**src/rtl/secuenciador_sel.sv**
```systemverilog
// Scan controller for a 4:1 channel selector: steps o_Sel through 0..3, dwells DWELL cycles per channel, samples i_Salida.
// Optional per-channel sample bank on o_Banco when SECUENCIADOR_BANCO_EN is defined.
module secuenciador_sel #(
  parameter int DATA_W  = 4,
  parameter int DWELL   = 5,
  parameter int DWELL_W = 8
) (
  input  logic              i_Clk,
  input  logic              i_Rst_n,
  input  logic              i_Start,
  input  logic              i_Stop,
  input  logic              i_Modo,
  input  logic [DATA_W-1:0] i_Salida,
  output logic [1:0]        o_Sel,
  output logic [DATA_W-1:0] o_Dato,
  output logic [1:0]        o_Canal,
  output logic              o_Valido,
  output logic              o_Ocupado,
`ifdef SECUENCIADOR_BANCO_EN
  output logic [4*DATA_W-1:0] o_Banco,
`endif
  output logic              o_Fin
);

  typedef enum logic {ST_IDLE, ST_RUN} state_t;

  localparam logic [DWELL_W-1:0] CNT_LAST = DWELL_W'(DWELL - 1);

  state_t              state_q, state_d;
  logic [DWELL_W-1:0]  cnt_q, cnt_d;
  logic [1:0]          sel_q, sel_d;
  logic [DATA_W-1:0]   dato_q, dato_d;
  logic [1:0]          canal_q, canal_d;
  logic                valido_q, valido_d;
  logic                fin_q, fin_d;
  logic                ocupado_q, ocupado_d;
  logic                modo_q, modo_d;
  logic                capture;

  always_comb begin
    state_d  = state_q;
    cnt_d    = cnt_q;
    sel_d    = sel_q;
    dato_d   = dato_q;
    canal_d  = canal_q;
    modo_d   = modo_q;
    valido_d = 1'b0;
    fin_d    = 1'b0;
    capture  = 1'b0;
    case (state_q)
      ST_IDLE: begin
        sel_d = 2'd0;
        cnt_d = '0;
        if (i_Start && !i_Stop) begin
          state_d = ST_RUN;
          modo_d  = i_Modo;
        end
      end
      ST_RUN: begin
        // Stop takes priority over a capture falling on the same edge.
        if (i_Stop) begin
          state_d = ST_IDLE;
          cnt_d   = '0;
          sel_d   = 2'd0;
        end else if (cnt_q == CNT_LAST) begin
          capture  = 1'b1;
          dato_d   = i_Salida;
          canal_d  = sel_q;
          valido_d = 1'b1;
          cnt_d    = '0;
          sel_d    = sel_q + 2'd1;
          if (sel_q == 2'd3) begin
            fin_d = 1'b1;
            if (!modo_q) begin
              state_d = ST_IDLE;
            end
          end
        end else begin
          cnt_d = cnt_q + DWELL_W'(1);
        end
      end
      default: state_d = ST_IDLE;
    endcase
    ocupado_d = (state_d == ST_RUN);
  end

  always_ff @(posedge i_Clk or negedge i_Rst_n) begin
    if (!i_Rst_n) begin
      state_q   <= ST_IDLE;
      cnt_q     <= '0;
      sel_q     <= 2'd0;
      dato_q    <= '0;
      canal_q   <= 2'd0;
      valido_q  <= 1'b0;
      fin_q     <= 1'b0;
      ocupado_q <= 1'b0;
      modo_q    <= 1'b0;
    end else begin
      state_q   <= state_d;
      cnt_q     <= cnt_d;
      sel_q     <= sel_d;
      dato_q    <= dato_d;
      canal_q   <= canal_d;
      valido_q  <= valido_d;
      fin_q     <= fin_d;
      ocupado_q <= ocupado_d;
      modo_q    <= modo_d;
    end
  end

`ifdef SECUENCIADOR_BANCO_EN
  logic [4*DATA_W-1:0] banco_q, banco_d;

  always_comb begin
    banco_d = banco_q;
    if (capture) begin
      banco_d[sel_q*DATA_W +: DATA_W] = i_Salida;
    end
  end

  always_ff @(posedge i_Clk or negedge i_Rst_n) begin
    if (!i_Rst_n) begin
      banco_q <= '0;
    end else begin
      banco_q <= banco_d;
    end
  end

  assign o_Banco = banco_q;
`endif

  assign o_Sel     = sel_q;
  assign o_Dato    = dato_q;
  assign o_Canal   = canal_q;
  assign o_Valido  = valido_q;
  assign o_Fin     = fin_q;
  assign o_Ocupado = ocupado_q;

endmodule
```
**config.mk**
```make
export PLATFORM = sky130hd
export DESIGN_NAME = secuenciador_sel
export DESIGN_NICKNAME = d
export VERILOG_FILES = /design/src/rtl/secuenciador_sel.sv
export SDC_FILE = /design/constraint.sdc
export NUM_CORES = 1
export LEC_CHECK = 0
export CAP_MARGIN = 15
export CORE_MARGIN = 3
export CORE_UTILIZATION = 35
export DETAILED_ROUTE_END_ITERATION = 8
export SLEW_MARGIN = 20
export SYNTH_ARGS = -nofsm -noshare
export SYNTH_HDL_FRONTEND = slang
export SYNTH_SLANG_ARGS = --single-unit
export TNS_END_PERCENT = 10
```
**constraint.sdc**
```tcl
create_clock -name i_Clk -period 2.75 [get_ports i_Clk]
set_clock_uncertainty 0.05 [all_clocks]
set_input_delay 0.55 -clock i_Clk [delete_from_list [all_inputs] [get_ports i_Clk]]
set_output_delay 0.55 -clock i_Clk [all_outputs]
set_load 0.05 [all_outputs]
```
==> metrics <==
die height=approximately 57 µm; Worst Path Required=roughly 2.2 ns; placed cells=128; Die Area=between 3000 and 4000 µm²; GR Overflow Total=0; post-layout total power=between 500 and 600 µW; number of routed nets with antenna violations=0; aggregate global-route resource usage=about an eighth; worst slew pin tran=0.4984 ns; synth cell count leaders=20 x dfrtp_1, 8 x nor2_1, 7 x mux2_2; YS warnings=0; area leader, netlist=dfrtp_1; cells along the critical path=clkdlybuf4s50_1; dpl ws=0.6209 ns; Syn Area/Cell=11.18 µm²; Hold Crit Class=flop to flop; sum of negative setup slack=0 ns; CP Launch Point=o_Ocupado; Maximum Capacitance Violations=0; WS Path Type=flop to output pin; CP max-delay cell=clkdlybuf4s50_1; Pwr per Cell Area=490.4 nW/µm²; Via Count=between 600 and 700; FMAX=about 460 MHz; Relative slew margins=approximately two thirds; fin nets=~120; synth-to-layout area growth=31.89%; drt wl/cell=approximately 13 µm; crit path DAT=approximately 1.6 ns; Sink Count=20; final setup margin=between 0.5 and 0.6 ns; row cnt=17; Cell Count, Final, Fillers Out=between 100 and 150; Pleak=0.0005141 µW; layout cell share with drive strength beyond 1=about 13%; Peak supply drop=0.0003868 V; CP startpoint kind=flop; Core ar.=~2300 µm²; CTS tree=yes; CTS Buffer Depth=2; Cells after Synth=80; vias in the first global route=approximately 640; initial cell density of the core=between 30% and 40%; top cell type's share of synthesized area=between 50 and 60%; Total Routed Length=roughly 1700 µm; Buffers on Ports=19; minimum clock period=roughly 2.2 ns; Post-synth EDFFs=0; H-tree Lvls=1; antenna cells=0; drt pass-1 iters=4; drc violations=0; register area share after synthesis=approximately 56%; routability congestion estimate=0.7668; final hold violation count=0; cts-stage hold buffer count=0; reg2reg start=cnt_q[0]; count leader, synth=dfrtp_1; largest net degree at the start of global routing=21; Final period util=78.90%; Root Driver=clkbuf_4; crit end category=output pin; worst hold slack=~0.46 ns; status=finished, final reports clean; synthesized flop and latch total=20; Final Setup Violations=0; antenna violations before repair=0; Die W=~57 µm; initial drt markers=14; syn nets=92; asr flop ratio synth=100.0%; vias per cell=~5; I/O pins=20; Pins Over Slew Limit=0; Num CTS Buffers=3; Post CTS Setup Buffer Count=0; Main synth FF type=dfrtp_1; synth top area cells=dfrtp_1 56%, mux2_2 8.8%, ha_1 4.2%; Post-Syn Area=slightly below 900 µm²; Reg clk slew, reported paths=approximately 0.11 ns; Hold Crit Start=modo_q; first-pass GRT wire length=between 2000 and 3000 µm; largest fanout on the critical path=6; Buf+Inv Stages, Crit Path=1; Top delay family on crit path=buffers and inverters; CP peak stage delay=0.83 ns; Netlist cell types=24; Worst-Skew Late Latency=around 0.29 ns; hpwl dp=between 1000 and 1500 µm; Post-CTS Resized=0; RSZ-0062 raised after global routing=no
-- stage by stage --
stage	instance area (µm²)	utilization, %
floorplan	894.6	-
global route	1180	50.89
global placement	1127	48.62
finish	1180	50.89
detailed placement	1127	48.62
CTS	1180	50.89
-- path summary, 6_finish.rpt --
check | endpoint | slack [ns] | depth (start not counted)
setup / recovery | o_Ocupado | 0.58 | 1
hold / removal | modo_q | 0.46 | 1
setup reg to reg | o_Dato[0] | 0.80 | 6
hold reg to reg | modo_q | 0.46 | 1
max in group asynchronous | cnt_q[4] | 1.91 | 2
min in group asynchronous | o_Ocupado | 0.53 | 2
-- state kept, by name (all words and copies together), names as in the netlist --
name / flops
o_Sel: 2
o_Valido: 1
o_Canal: 2
o_Fin: 1
o_Ocupado: 1
modo_q: 1
o_Dato: 4
cnt_q: 8
-- per-layer routing --
metal  global-route usage (%)  vias to the layer above  share of wire [%]
met5                        0                        -                  0
li1                         -                      335                  -
met4                    5.085                        0                1.7
met3                    3.908                        4                5.3
met1                    14.94                      322                 46
met2                    17.66                       15                 47
-- final cells by class --
class                      count  area (µm²)
clock buffer                   3       22.52
tap                           28       35.03
timing repair buffer          20       197.7
clock inverter                 1       30.03
sequential                    20       500.5
inverter                       4       15.01
fill                         224        1139
multi-input combinational     56       379.1
-- power by group --
group          switching [µW]  internal (µW)
clock                    86.4            147
sequential               4.50            299
combinational            20.8           20.7
total                     112            467
-- cell usage in the layout, fill, tap and decap left out, types with 2 or more instances in the layout --
cell,netlist,routed
a21oi_1,6,6
clkbuf_4,0,3
clkdlybuf4s50_1,0,19
dfrtp_1,20,20
ha_1,3,3
inv_1,4,4
mux2_2,7,7
nand2_1,4,4
nand3_1,6,6
nor2_1,8,8
nor2b_1,2,2
o21ai_0,4,4
or3_1,3,3
-- logic make-up after synthesis --
logic type	share of synthesized area, %
and+or+nand+nor	18.46
DFF	55.94
AOI/OAI and AO/OA	8.951
muxes	8.812
buffers and inverters	1.678
adders and majority gates	4.196
xor gates and xnor gates	1.958
Note: power is estimated with default switching activity, not from simulation.
